File: src/rtl/ptw_arbiter.sv
// Arbitrates ITLB and DTLB miss requests onto one shared page-table walker.
// One walk is outstanding at a time; same-page misses share a single walk.

module ptw_arbiter_lane (
  input  logic clk,
  input  logic rst_n,
  input  logic load,
  input  logic gnt,
  input  logic in_resp,
  input  logic resp_ready,
  output logic resp_valid,
  output logic pend_left
);
  logic pend;

  always_ff @(posedge clk or negedge rst_n) begin
    if (!rst_n)                        pend <= 1'b0;
    else if (load)                     pend <= gnt;
    else if (resp_valid && resp_ready) pend <= 1'b0;
  end

  assign resp_valid = in_resp && pend;
  // Still owed a response after this cycle's handshake (if any).
  assign pend_left  = pend && !(resp_valid && resp_ready);
endmodule

module ptw_arbiter #(
  parameter int VADDR_W = 32,
  parameter int PTE_W   = 32
) (
  input  logic               clk,
  input  logic               rst_n,
  input  logic               itlb_req_valid_i,
  output logic               itlb_req_ready_o,
  input  logic [VADDR_W-1:0] itlb_vaddr_i,
  output logic               itlb_resp_valid_o,
  input  logic               itlb_resp_ready_i,
  output logic [PTE_W-1:0]   itlb_pte_o,
  input  logic               dtlb_req_valid_i,
  output logic               dtlb_req_ready_o,
  input  logic [VADDR_W-1:0] dtlb_vaddr_i,
  output logic               dtlb_resp_valid_o,
  input  logic               dtlb_resp_ready_i,
  output logic [PTE_W-1:0]   dtlb_pte_o,
  output logic               ptw_req_valid_o,
  input  logic               ptw_req_ready_i,
  output logic [VADDR_W-1:0] ptw_vaddr_o,
  input  logic               ptw_resp_valid_i,
  output logic               ptw_resp_ready_o,
  input  logic [PTE_W-1:0]   ptw_pte_i,
  output logic               busy_o
);
  localparam int NUM_LANES = 2;

  typedef enum logic [1:0] {IDLE, ISSUE, WAIT, RESP} state_t;

  state_t                              state, state_nxt;
  logic                                last_gnt;  // 1: DTLB was granted last
  logic [VADDR_W-1:0]                  vaddr_q;
  logic [PTE_W-1:0]                    pte_q;
  logic [NUM_LANES-1:0]                req_valid, gnt, resp_ready, resp_valid, pend_left;
  logic [NUM_LANES-1:0][VADDR_W-1:0]   req_vaddr;
  logic                                same_page, accept;

  assign req_valid  = {dtlb_req_valid_i, itlb_req_valid_i};
  assign req_vaddr  = {dtlb_vaddr_i, itlb_vaddr_i};
  assign resp_ready = {dtlb_resp_ready_i, itlb_resp_ready_i};
  assign same_page  = req_vaddr[0][VADDR_W-1:12] == req_vaddr[1][VADDR_W-1:12];

  // Ready is the grant itself, so acceptance happens in the grant cycle.
  always_comb begin
    gnt = '0;
    if (state == IDLE) begin
      if (&req_valid) gnt = same_page ? 2'b11 : (last_gnt ? 2'b01 : 2'b10);
      else            gnt = req_valid;
    end
  end
  assign accept = |gnt;

  for (genvar l = 0; l < NUM_LANES; l++) begin : g_lane
    ptw_arbiter_lane u_lane (
      .clk        (clk),
      .rst_n      (rst_n),
      .load       (accept),
      .gnt        (gnt[l]),
      .in_resp    (state == RESP),
      .resp_ready (resp_ready[l]),
      .resp_valid (resp_valid[l]),
      .pend_left  (pend_left[l])
    );
  end

  always_ff @(posedge clk or negedge rst_n) begin
    if (!rst_n) state <= IDLE;
    else        state <= state_nxt;
  end

  always_comb begin
    state_nxt = state;
    case (state)
      IDLE:    if (accept)           state_nxt = ISSUE;
      ISSUE:   if (ptw_req_ready_i)  state_nxt = WAIT;
      WAIT:    if (ptw_resp_valid_i) state_nxt = RESP;
      RESP:    if (~|pend_left)      state_nxt = IDLE;
      default:                       state_nxt = IDLE;
    endcase
  end

  always_ff @(posedge clk or negedge rst_n) begin
    if (!rst_n) begin
      last_gnt <= 1'b1;
      vaddr_q  <= '0;
      pte_q    <= '0;
    end else begin
      if (accept) begin
        last_gnt <= gnt[1];
        vaddr_q  <= gnt[0] ? req_vaddr[0] : req_vaddr[1];
      end
      if (state == WAIT && ptw_resp_valid_i) pte_q <= ptw_pte_i;
    end
  end

  // Handshake outputs are held low while reset is asserted, even with valid inputs.
  always_comb begin
    itlb_req_ready_o  = rst_n && gnt[0];
    dtlb_req_ready_o  = rst_n && gnt[1];
    ptw_req_valid_o   = rst_n && (state == ISSUE);
    ptw_resp_ready_o  = rst_n && (state == WAIT);
    itlb_resp_valid_o = resp_valid[0];
    dtlb_resp_valid_o = resp_valid[1];
    busy_o            = state != IDLE;
    ptw_vaddr_o       = vaddr_q;
    itlb_pte_o        = pte_q;
    dtlb_pte_o        = pte_q;
  end
endmodule
File: config.mk
export PLATFORM = sky130hd
export DESIGN_NAME = ptw_arbiter
export DESIGN_NICKNAME = d
export VERILOG_FILES = /design/src/rtl/ptw_arbiter.sv
export SDC_FILE = /design/constraint.sdc
export NUM_CORES = 1
export LEC_CHECK = 0
export CAP_MARGIN = 10
export CORE_ASPECT_RATIO = 1.25
export CORE_MARGIN = 2
export CORE_UTILIZATION = 34
export DETAILED_ROUTE_END_ITERATION = 12
export PLACE_DENSITY = 0.74
export SETUP_SLACK_MARGIN = 0.05
export SYNTH_ARGS = -nofsm -noshare
export SYNTH_HDL_FRONTEND = slang
export SYNTH_SLANG_ARGS = --single-unit
File: constraint.sdc
create_clock -name clk -period 2.4 [get_ports clk]
set_input_delay 0.6 -clock clk [delete_from_list [all_inputs] [get_ports clk]]
set_output_delay 0.6 -clock clk [all_outputs]
set_load 0.05 [all_outputs]
Word-level counts from Yosys, hierarchy flattened:

Cells that the tools add are included.

* bits in registers: 69
* bits of input ports: 104
* output and inout bits: 103
* word-level logic and storage cells: 49

* eq/ne operators: 8
* multiplexer cells: 14
* reductions and logical operators: 21

Operators by type and width (count)
* $mux 32: 1
* $eq 20x20->1: 1
* $mux 2: 8
* $logic_and 1x1->1: 11
* $ne 2x2->1 const B: 4
* $pmux 2 s4: 1
* $reduce_bool 2->1: 3
* $eq 2x2->1 const B: 2
* $mux 1: 4
* $reduce_and 4->1: 1
* $reduce_or 2->1: 2
* $eq 2x1->1 const B: 1
* $logic_not 1->1: 2
* $logic_not 2->1: 1
* $reduce_and 2->1: 1

Longest topological paths before layout:

Gate-level depths: netlist of the first run.

* word-level depth: 8
* mapped depth: 9
* depth with buffers taken out: 7

By module:

From an unflattened synthesis of the first run, not the netlist that was laid out.

* cells, all modules: 308
* area total of the unflattened synthesis: 3538.4 sq um

By module, submodules not included
* ptw_arbiter: times used 1, cells each 300, area an instance 3413.3 sq um, sequential area each 1677.9 sq um
* ptw_arbiter_lane: times used 2, cells each 4, area an instance 62.6 sq um, sequential area each 25.0 sq um

Worst setup path before layout of the first run:

Ideal clock, no wire load.

* path kind: input -> output
* start point: input itlb_vaddr_i[16]
* end point: output itlb_req_ready_o
* data arrival time: 2.126 ns
* required time: 1.800 ns
* setup slack: -0.326 ns
* cell stages on the path: 7
* path buffers: 2
* cells stage by stage: xor2_1 nor4_1 nand3_1 o31ai_2 buf_6 buf_12 and2_1

* longest elaborated chain between the ends: 5

Ends and longest elaborated chain
* start: declaration: RTL line 35 `input logic [VADDR_W-1:0] itlb_vaddr_i,`
* $eq 20x20->1: RTL line 68 `assign same_page = req_vaddr[0][VADDR_W-1:12] == req_vaddr[1][VADDR_W-1:12];`
* $mux 2 (2 in a row): RTL line 74 `if (&req_valid) gnt = same_page ? 2'b11 : (last_gnt ? 2'b01 : 2'b10);`
* $mux 2: RTL line 73 `if (state == IDLE) begin`
* $logic_and 1x1->1: RTL line 125 `itlb_req_ready_o = rst_n && gnt[0];`
* end: declaration: RTL line 34 `output logic itlb_req_ready_o,`

Every way passes these cells.

Final worst setup path of the first run:

* start point: input dtlb_vaddr_i[19]
* end point: output itlb_req_ready_o

* longest elaborated chain between the ends: 5

Ends and longest elaborated chain
* start: declaration: RTL line 41 `input logic [VADDR_W-1:0] dtlb_vaddr_i,`
* $eq 20x20->1: RTL line 68
* $mux 2 (2 in a row): RTL line 74
* $mux 2: RTL line 73
* $logic_and 1x1->1: RTL line 125

Every way passes these cells.

==> metrics.txt, run 1 <==
status complete, but fails checks; failing checks negative setup slack; Cell Rows 41; worst slack, placed -685 ps; critical path fanouts, max 2; largest family of logic cells by synthesized area multiplexers; Pleak 2.47 nW; slew margin rel. 63.2%; vias in the first global route 2936; Die Area 11200 um^2; DRT Wirelength 9370 um; dpl cell area 5580 um^2; Die Y 118 um; Worst Path Arrival 2040 ps; internal power 0.00496 W; Simple-Gate Fraction of Synth Area 6.81%; flops & latches, synth 69; HPWL Detailed 7180 um; CP Data Required Time 1800 ps; first-pass GRT wire length 14400 um; post-synthesis adder-cell area fraction 1.78%; Post-Synthesis Cells 309; root buffer cell clkbuf_16; Worst Max-Slew Pin Slew 550 ps; total number of vias 2924; power per cell area 1680 nW/um^2; Tmin final 2640 ps; compound-gate portion of the synthesized area 6.81%; VDD IR max 0.622 mV; R2R Setup Slk 330 ps; worst hold slack 101 ps; Initial Util 34.9%; fin crit share 110%; total gr overflow 0; commonest cells after routing, fill and taps aside 158 x clkdlybuf4s50_1, 68 x dfrtp_1, 33 x mux2_2, 33 x nor2_1, 33 x a21oi_1; synthesized area 3510 um^2; Die Width 94.9 um; IO Count 207; gr usage total 16.7%; yosys warns 0; RSZ-0062 raised after global routing yes; Routed WL per cell 14.8 um; gpl congestion 0.736; final core occ 58.9%; Critical Path Start Type primary input; Syn Area/Cell 11.4 um^2; htree depth 3; Worst Setup Slack, final -238 ps; sw power 0.00502 W; FF-to-FF path depth 9; share of post-route cells with drive strength above 1 25.0%; I/O Buffers 206; Seq/Total Area, Yosys 49.2%; Antenna diodes 0; worst skew pair latency 330 ps; Final setup viols 2; Max Fclk 379 MHz; cts bufs inserted 9; most common cell after layout, fill and taps aside clkdlybuf4s50_1; Pins Over Slew Limit 0; synthesized net count 418; Worst Skew 5.54 ps; drt first pass iters 4; remaining routing DRC violations 0; Reg-to-Reg End ptw_vaddr_o[16]; nets@finish 608; post-route ant nets 0; final hold vios 0; CP Class primary input to output port; Worst Hold Class primary input to async pin; Synth Area in XOR/XNOR 4.99%; reg-to-reg startpoint state[1]; max cap viols 0; P&R area growth vs syn 68.8%; DRT iter0 DRCs 72; vias per inst 4.62; Comb power frac 64.3%; multiplexer share of the synthesized area 19.7%; Net Sw Frac 50.3%; largest net degree at the start of global routing 65; CTS Sinks 69; Final Cell Area 5930 um^2; antenna violations before repair 0; CTS tree yes; Yosys cell types 27; setup TNS -445 ps; sequential share of power 21.5%; Worst setup EP type output port; Clk pin slew, worst setup/hold paths 60 ps; clock power share 14.2%; Max Buffers Root-to-Sink 2; Core ar. 10100 um^2
critical path, cell delays in order:
cell and delay [ps]:
buf_6 90, xor2_1 140, nor4_1 290, buf_4 170, nand3_4 80, buf_6 130, o31ai_4 210, and2_4 180
buf_12 130
logic make-up (layout without fill, tap and decap cells):
kind of cell    count (synthesis)  in the layout
flops                          69             69
compound gates                 42             42
mux                            65             65
xor+xnor                       20             20
simple gates                   55             55
fa+ha+maj                       5              5
buf+inv                        53            248
per-stage QoR:
stage / power (W) / std cells
6_report: 0.00997 / 633
5_1_grt: 0.0104 / 633
4_1_cts: 0.0100 / 630
3_5_place_dp: 0.00858 / 613
3_3_place_gp: 0.00847 / 613
2_1_floorplan: 0.00669 / 309
Yosys cell counts (all sizes together):
| cell | number | share of area [%] |
|---|---|---|
| ha | 5 | 1.8 |
| inv | 8 | 0.86 |
| a21oi | 33 | 4.7 |
| o211ai | 1 | 0.21 |
| nor3 | 1 | 0.14 |
| and3 | 1 | 0.18 |
| nand3 | 1 | 0.14 |
| clkbuf | 6 | 0.64 |
| o21bai | 2 | 0.43 |
| nor4 | 5 | 0.89 |
| o31ai | 1 | 0.36 |
| o22ai | 2 | 0.36 |
| and2 | 6 | 1.1 |
| mux2i | 32 | 9.1 |
| a21o | 2 | 0.46 |
| mux2 | 33 | 11 |
| a221o | 1 | 0.29 |
| dfrtp | 68 | 48 |
| nor2 | 34 | 3.6 |
| nand2 | 7 | 0.75 |
| xor2 | 20 | 5.0 |
| buf | 39 | 9.2 |
| dfstp | 1 | 0.75 |
layer usage:
layer  part of all wire [%]  vias to the layer above  global-route usage, %
met1                     36                     1381                   17.4
li1                       -                     1394                      -
met3                    7.3                       19                   4.48
met2                     54                      130                   30.1
met5                      0                        -                      0
met4                    2.3                        0                   8.15
power by group through the flow:
| stage | Sequential (W) | Combinational [W] | Clock, W |
|---|---|---|---|
| 2_1_floorplan | 0.00401 | 0.00268 | 0 |
| 3_3_place_gp | 0.00214 | 0.00633 | 0 |
| 3_5_place_dp | 0.00217 | 0.00640 | 0 |
| 4_1_cts | 0.00216 | 0.00641 | 0.00145 |
| 5_1_grt | 0.00223 | 0.00671 | 0.00151 |
| 6_report | 0.00215 | 0.00641 | 0.00141 |
registers in the layout, summed over array words and instances (netlist names):
| name | count |
|---|---|
| state | 2 |
| ptw_vaddr_o | 32 |
| dtlb_pte_o | 32 |
| last_gnt | 1 |
| g_lane.u_lane.pend | 2 |
how the worst max path moves through the flow:
stage	from	to
6_report	dtlb_vaddr_i[19]	itlb_req_ready_o
5_1_grt	itlb_vaddr_i[29]	itlb_req_ready_o
4_1_cts	dtlb_vaddr_i[19]	dtlb_req_ready_o
3_5_place_dp	itlb_vaddr_i[14]	itlb_req_ready_o
3_3_place_gp	itlb_vaddr_i[14]	itlb_req_ready_o
2_1_floorplan	itlb_vaddr_i[24]	itlb_req_ready_o
what timing repair did:
action | 4_1_cts | 5_1_grt
setup buffers | 1 | 2
pin swaps | 27 | 13
setup endpoints to repair | 34 | 4
cloned | 0 | 2
resized for setup | 141 | 20
hold buffers | 0 | 0
final cells by class:
class | instances | area, um^2
fill | 873 | 4130
sequential | 69 | 1730
clock buffer | 9 | 225
inverter | 8 | 30.0
tap | 129 | 161
multi-input combinational | 187 | 1500
timing repair buffer | 224 | 2190
clock inverter | 7 | 98.8
Power figures use the tool's default switching activity.
==> run 2, diff against run 1 <==
--- a/config.mk
+++ b/config.mk
@@ -11,7 +11,7 @@
 export CORE_UTILIZATION = 34
 export DETAILED_ROUTE_END_ITERATION = 12
 export PLACE_DENSITY = 0.74
-export SETUP_SLACK_MARGIN = 0.05
+export SETUP_SLACK_MARGIN = 0.02
 export SYNTH_ARGS = -nofsm -noshare
 export SYNTH_HDL_FRONTEND = slang
 export SYNTH_SLANG_ARGS = --single-unit
==> run 2 against run 1 <==
  * The flow still finishes with violations (negative setup slack)
  * Sequential share of layout area is 0.27 points higher
  * Final area is 0.91% lower
  * Worst hold slack hardly changed
  * Via count is 0.79% lower
  * Total power is 0.51% lower
  * Clock-buffer cell count stayed put
  * Critical path depth stayed put
  * Core utilization is 0.54 points lower
  * Critical path type unchanged
==> metrics.txt, run 2 (same netlist as run 1, synthesis figures left out) <==
R2R Setup Slk 250 ps (-80 ps); post-route ant nets 0 (unchanged); setup TNS -449 ps (-4.01 ps); Antenna diodes 0 (unchanged); Clk pin slew, worst setup/hold paths 60 ps (about the same); antenna violations before repair 0 (unchanged); remaining routing DRC violations 0 (unchanged); first-pass GRT wire length 14400 um (unchanged); Worst Skew 5.55 ps (+0.0123 ps); fin crit share 110% (-0.15 points); Tmin final 2630 ps (-3.64 ps); Initial Util 34.9% (unchanged); RSZ-0062 raised after global routing yes; I/O Buffers 206 (unchanged); total number of vias 2901 (-0.79%); critical path fanouts, max 2 (unchanged); Max Fclk 380 MHz (+0.14%); gr usage total 16.7% (unchanged); failing checks negative setup slack; register area 1730 um^2 (unchanged); VDD IR max 0.636 mV (+2.3%); Worst Path Arrival 2030 ps (about the same); largest net degree at the start of global routing 65 (unchanged); CP Class primary input to output port; CP Data Required Time 1800 ps (about the same); Die Y 118 um (unchanged); most common cell after layout, fill and taps aside clkdlybuf4s50_1; Worst setup EP type output port; commonest cells after routing, fill and taps aside 158 x clkdlybuf4s50_1, 68 x dfrtp_1, 33 x mux2_2, 33 x nor2_1, 33 x a21oi_1; cts bufs inserted 9 (unchanged); CTS tree yes; CTS Sinks 69 (unchanged); Die Area 11200 um^2 (unchanged); gpl congestion 0.736 (unchanged); nets@finish 607 (-0.16%); # hold bufs at CTS 0 (unchanged); IO Count 207 (unchanged); power per cell area 1690 nW/um^2 (+0.40%); Pins Over Slew Limit 0 (unchanged); worst slack, placed -685 ps (unchanged); Core ar. 10100 um^2 (unchanged); FF-to-FF path depth 10 (+1); Worst Max-Slew Pin Slew 563 ps (+12.2 ps); total gr overflow 0 (unchanged); Final setup viols 2 (unchanged); Reg-to-Reg End ptw_vaddr_o[27]; Routed WL per cell 14.5 um (-2.2%); vias per inst 4.59 (-0.63%); Multi-input gate area 1490 um^2 (-0.25%); vias in the first global route 2936 (unchanged); htree depth 3 (unchanged); HPWL Detailed 7180 um (unchanged); Worst Hold Class primary input to async pin; reg-to-reg startpoint state[1]; drt first pass iters 4 (unchanged); Cell Rows 41 (unchanged); max cap viols 0 (unchanged); root buffer cell clkbuf_16; Die Width 94.9 um (unchanged); Pleak 2.45 nW (-0.86%); Design Power 0.00992 W (-0.51%); DRT Wirelength 9150 um (-2.4%); worst skew pair latency 330 ps (about the same); P&R area growth vs syn 67.3%; slew margin rel. 62.4% (-0.82 points); final hold vios 0 (unchanged); Worst Setup Slack, final -234 ps (+3.64 ps); share of post-route cells with drive strength above 1 24.7% (-0.35 points); fill count 878 (+0.57%); DRT iter0 DRCs 77 (+6.9%); Max Buffers Root-to-Sink 2 (unchanged); status complete, but fails checks; Critical Path Start Type primary input
## run 2: worst max-delay path: stages
cell	delay, ps
buf_6	90
xor2_1	140
nor4_1	290
buf_4	170
nand3_4	80
buf_6	130
o31ai_4	210
and2_4	180
buf_12	130
## run 2: worst max-delay path by stage
stage / from / cells past startpoint / slack, ps / endpoint
2_1_floorplan: itlb_vaddr_i[24] / 7 / -110 / itlb_req_ready_o
3_3_place_gp: itlb_vaddr_i[14] / 9 / -680 / itlb_req_ready_o
3_5_place_dp: itlb_vaddr_i[14] / 9 / -690 / itlb_req_ready_o
4_1_cts: dtlb_vaddr_i[19] / 9 / -230 / dtlb_req_ready_o
5_1_grt: itlb_vaddr_i[29] / 9 / -290 / itlb_req_ready_o
6_report: dtlb_vaddr_i[19] / 9 / -230 / itlb_req_ready_o
## run 2: repair_timing
action                     in CTS  in global routing
setup buffers                   1                  2
setup endpoints to repair      34                  2
pin swaps                      27                 13
gates resized for setup       141                 18
## run 2: cell type report
class,instances,area share [%]
clock inverters,7,1.68
repair buffers,223,36.4
flip-flops and latches,69,29.4
well taps,129,2.75
inverters,8,0.511
multi-input cells,187,25.4
clock buffers,9,3.83
## run 2: per-stage QoR
step	cells	area (um^2)	util, %	hold slack, ps
after floorplan	309	3520	-	304
after CTS	630	5880	58.4	90.8
after global placement	613	5580	55.5	445
after global routing	632	5870	58.4	94.6
after detailed placement	613	5580	55.5	446
final	632	5870	58.4	101
## run 2: per-layer routing
layer  global-route usage, %  up-vias  part of all wire [%]
met3                    4.48       20                   7.9
met5                       0        -                     0
met2                    30.1      130                    54
met4                    8.15        0                   2.7
met1                    17.4     1360                    36
li1                        -     1391                     -
## run 2: power breakdown
part	switching [W]	internal (W)
Sequential	0.000381	0.00177
Clock	0.000498	0.000914
Combinational	0.00412	0.00224
==> patch 1, RTL diff (flow settings as in run 2) <==
`VADDR_W`: 32 -> 48.
--- a/src/rtl/ptw_arbiter.sv
+++ b/src/rtl/ptw_arbiter.sv
@@ -27,3 +27,3 @@
 module ptw_arbiter #(
-  parameter int VADDR_W = 32,
+  parameter int VADDR_W = 48,
   parameter int PTE_W   = 32
Ports: changed (resized dtlb_vaddr_i, itlb_vaddr_i and ptw_vaddr_o); port bits go from 207 to 255. No check against the original RTL was run, so the function may have changed too.
==> patch 1 against run 2 <==
  * The run still ends with negative setup slack left
  * Sequential power is 23% higher
  * Design area rose by 60%
  * Area after synthesis rose by 62%
  * Worst setup slack worse by 0.036 ns
  * Sequential share of layout area fell by 6.8 points
  * Wire length increased by 130%
  * Die area is 59% higher
  * Total power is 27% higher
  * Clock power grew 3%
  * Combinational power up 33%
  * Sequential cell count grew 16
  * Global-route usage rose by 6.1 points
  * Core utilization is 0.67 points lower
==> patch 1: results (changes against run 2) <==
| Metric | Value |
|---|---|
| Status | `finished, violations left` |
| Failing checks | `negative setup slack` |
| Final setup violation count | `20 (+18)` |
| Distinct cells, synth | `28 (+3.7%)` |
| Initial DRC count | `493 (+540%)` |
| Clock Tree Buf Depth | `2 (unchanged)` |
| Maximum VDD drop | `1680 uV (+160%)` |
| Worst reg2reg setup slack | `0.18 ns (-0.07 ns)` |
| Final worst slack | `-0.270 ns (-0.0356 ns)` |
| Post-Syn Area per Cell | `9.83 um2 (-14%)` |
| GPL Wtd Cong | `0.814 (+11%)` |
| DP Wirelength | `14600 um (+100%)` |
| Leak | `3.81 nW (+55%)` |
| Vias in the first global route | `5878 (+100%)` |
| M1 wire length | `8060 um (+150%)` |
| Post-synth top cells | `84 x dfrtp_1, 81 x mux2_2, 55 x nand2_1` |
| Cell total after placement | `1039 (+69%)` |
| Grt met2 use | `39.8% (+9.7 points)` |
| DR WL met2 | `10700 um (+120%)` |
| H-tree depth | `3 (unchanged)` |
| Worst reg-to-reg path cell count | `8 (-2)` |
| Worst r2r dst | `ptw_vaddr_o[39]` |
| Post-CTS Setup Inserts | `5 (+4)` |
| Arrival @ worst endpoint | `2.07 ns (+0.04 ns)` |
| Nets | `983 (+62%)` |
| IO buf count | `254 (+23%)` |
| Worst Path Max Fanout | `3 (+1)` |
| Via Count | `5790 (+100%)` |
| P_sw | `6.24 mW (+25%)` |
| First-pass GRT wire length | `31700 um (+120%)` |
| Layout cell share with drive strength beyond 1 | `31.6% (+7.0 points)` |
| Fin cells | `1065 (+69%)` |
| Max Clock Skew | `0.00597 ns (+0.000420 ns)` |
| Seq group | `2.64 mW (+23%)` |
| Clock power frac | `11.5% (-2.7 points)` |
| Post-placement setup slack | `-0.825 ns (-0.140 ns)` |
| Worst skew pair latency | `0.35 ns (+0.02 ns)` |
| Initial antenna violation count | `2 (+2)` |
| Rel. slew slack | `61.5% (-0.85 points)` |
| Hold_ws | `0.0799 ns (-0.0216 ns)` |
| GRT Overall Usage | `22.7% (+6.1 points)` |
| Synth area leaders | `dfrtp_1 37%, mux2_2 16%, a311o_1 8.5%` |
| Met1 global-route usage | `28.2% (+11 points)` |
| Post-CTS sizing | `222 (+57%)` |
| R2R Path Start | `state[0]` |
| Placed Area | `0.00885 mm2 (+59%)` |
| Drt pass-1 iters | `5 (+1)` |
| Final WL | `20800 um (+130%)` |
-- patch 1: changes by cell type after synthesis, moves of 16 or more --
cell             run 2  this run
xnor2_1              0        36
xor2_1              20         0
nor2_1              34         3
nand2_1              7        55
dfrtp_1             68        84
mux2_2              33        81
mux2i_1             32         0
clkbuf_1             6        29
a311o_1              0        48
a21oi_1             33        50
o21ai_0              0        48
a22oi_1              0        48
-- patch 1: cells by family after synthesis --
family | count (synthesis) | synth area share [%]
compound gates | 201 | 24.6
xor+xnor | 36 | 5.56
buf+inv | 89 | 8.67
simple gates | 80 | 6.40
mux | 81 | 16.1
flops | 85 | 37.5
fa+ha+maj | 5 | 1.10
-- patch 1: area by class of cell --
class | count | area, um2
Sequential cell | 85 | 2130
Clock buffer | 9 | 225
Antenna cell | 2 | 5.00
Multi-Input combinational cell | 403 | 3350
Timing Repair Buffer | 335 | 3310
Clock inverter | 7 | 73.8
Fill cell | 1428 | 6870
Tap cell | 216 | 270
Inverter | 8 | 30.0
==> patch 2, RTL diff (settings of run 2) <==
Made on the original files. The 4 states of `state_t` get a one-hot encoding in 4 bits.
--- a/src/rtl/ptw_arbiter.sv
+++ b/src/rtl/ptw_arbiter.sv
@@ -54,3 +54,3 @@
 
-  typedef enum logic [1:0] {IDLE, ISSUE, WAIT, RESP} state_t;
+  typedef enum logic [3:0] {IDLE = 4'b0001, ISSUE = 4'b0010, WAIT = 4'b0100, RESP = 4'b1000} state_t;
 
Behaviour: no difference found for any inputs over 10 cycles, from zero or initial values and one cycle with rst_n low; not proved beyond that.
==> patch 2 against run 2 <==
  * The run still ends with negative setup slack left
  * Count of clock-buffer cells in the layout grew 2
  * Area after synthesis increased by 2.0%
  * Largest cell class unchanged
  * Wire length grew 4.9%
  * Sequential cell count is 2 higher
  * Die area is 1.9% higher
  * Sequential share of layout area increased by 0.12 points
  * Total power is 1.1% lower
  * Fmax is 7.0% higher
  * Hold slack better by 0.021 ns
  * Critical path depth fell by 1
  * Design area is 2.6% higher
  * Worst setup slack improved by 0.17 ns
==> patch 2: results (changes against run 2) <==
| Metric | Value |
|---|---|
| Status | `finished, violations left` |
| Failing checks | `negative setup slack` |
| Post-synthesis sequential area ratio | `49.7% (+0.49 points)` |
| Placed Area | `0.00568 mm2 (+1.8%)` |
| Top sig layer | `met4` |
| Num CTS Buffers | `9 (unchanged)` |
| Final setup violation count | `1 (-1)` |
| Distinct cells, synth | `36 (+33%)` |
| DR vias/cell | `4.66 (+1.5%)` |
| Vias in the first global route | `3107 (+5.8%)` |
| Worst skew pair latency | `between 0.3 and 0.4 ns` |
| Synth warn | `0 (unchanged)` |
| H-tree depth | `3 (unchanged)` |
| Clock Tree Buf Depth | `2 (unchanged)` |
| Fillcell total | `884 (+0.68%)` |
| First-pass GRT wire length | `15100 um (+4.6%)` |
| Slowest stage delay, CP | `0.23 ns (-0.06 ns)` |
| Leak | `2.78 nW (+13%)` |
| Drt pass-1 iters | `4 (unchanged)` |
| Cell total after placement | `620 (+1.1%)` |
| IO buf count | `206 (unchanged)` |
| Total power | `9.81 mW (-1.1%)` |
| Nets | `614 (+1.2%)` |
| Least-Margin Pin Slew | `0.630 ns (+0.0668 ns)` |
| Hold Crit Class | `in -> async` |
| Largest net degree at the start of global routing | `52 (-20%)` |
| Synth area leaders | `dfrtp_1 48%, mux2_2 10%, mux2i_1 8.9%` |
| Post-synthesis cell count | `319 (+3.2%)` |
| Final worst slack | `-0.0611 ns (+0.173 ns)` |
| Initial DRC count | `74 (-3.9%)` |
| DR WL met2 | `5150 um (+4.6%)` |
| Max Clock Skew | `0.00625 ns (+0.000703 ns)` |
| Final WL | `9590 um (+4.9%)` |
| Synthesized net count | `423 (+1.2%)` |
| GRT Overall Usage | `17.1% (+0.44 points)` |
| Root buffer cell | `clkbuf_16` |
| Antenna cells | `0 (unchanged)` |
| Setup Total Neg Slack | `-0.0611 ns (+0.388 ns)` |
| Layout cell share with drive strength beyond 1 | `27.2% (+2.5 points)` |
| Worst Path Max Fanout | `2 (unchanged)` |
| GPL Wtd Cong | `0.716 (-2.8%)` |
| M1 wire length | `3530 um (+8.4%)` |
| Post-placement setup slack | `-0.638 ns (+0.0470 ns)` |
| Routed wl met3 | `836 um (+16%)` |
| Switching portion of total power | `50.2% (-0.23 points)` |
| Seq group | `around 2.2 mW` |
| DP Wirelength | `7520 um (+4.7%)` |
| Arrival @ worst endpoint | `1.86 ns (-0.17 ns)` |
| CP max stage cell | `nor3_2` |
| Clock-net power | `1.34 mW (-5%)` |
| Post-synth top cells | `69 x dfrtp_1, 37 x nor2_1, 35 x a21oi_1` |
| Via Count | `3001 (+3.4%)` |
| Maximum VDD drop | `678 uV (+6.6%)` |
## patch 2: cell count changes in the layout (fill, tap and decap cells not counted), sizes merged, moves of 3 or more
cell / change
xnor2: +20
xor2: -19
buf: +9
ha: -5
nand4: +5
nor4: -5
nor2: +4
inv: -3
## patch 2: final timing paths
| path | start | endpoint | slack (ns) | depth (start not counted) |
|---|---|---|---|---|
| setup / recovery | dtlb_vaddr_i[14] | dtlb_req_ready_o | -0.06 | 8 |
| hold / removal | rst_n | g_lane[0].u_lane.pend | 0.12 | 1 |
| setup reg to reg | state[0] | ptw_vaddr_o[27] | 0.44 | 8 |
| hold reg to reg | ptw_vaddr_o[1] | ptw_vaddr_o[1] | 0.52 | 2 |
| max in group asynchronous | rst_n | ptw_vaddr_o[27] | 1.42 | 2 |
| min in group clk | ptw_vaddr_o[1] | ptw_vaddr_o[1] | 0.52 | 2 |
## patch 2: cell families after synthesis
family	Yosys count	synth area share (%)
and+or+nand+nor	64	9.05
DFF	71	49.7
buffers and inverters	54	10.2
xor gates and xnor gates	21	5.14
AOI/OAI and AO/OA	45	6.89
muxes	64	19.0
## patch 2: final cells by class
class	instances	area (um2)	area share, %
inverter	6	22.5	0.374
multi-input combinational	194	1580	26.2
clock buffer	11	253	4.20
tap	129	161	2.68
timing repair buffer	228	2170	36.0
sequential	71	1780	29.5
clock inverter	5	56.3	0.935
## patch 2: routing by layer
metal,track usage [%],vias to the layer above
li1,-,1449
met1,18.8,1422
met2,30.6,124
met3,5.10,6
met4,5.71,0
met5,0,-
## patch 2: repair_timing
action,4_1_cts,5_1_grt
pin swaps,33,15
resized for setup,160,12
setup buffers,6,2
hold buffers,0,0
gates cloned,0,0
setup endpoints to repair,28,2
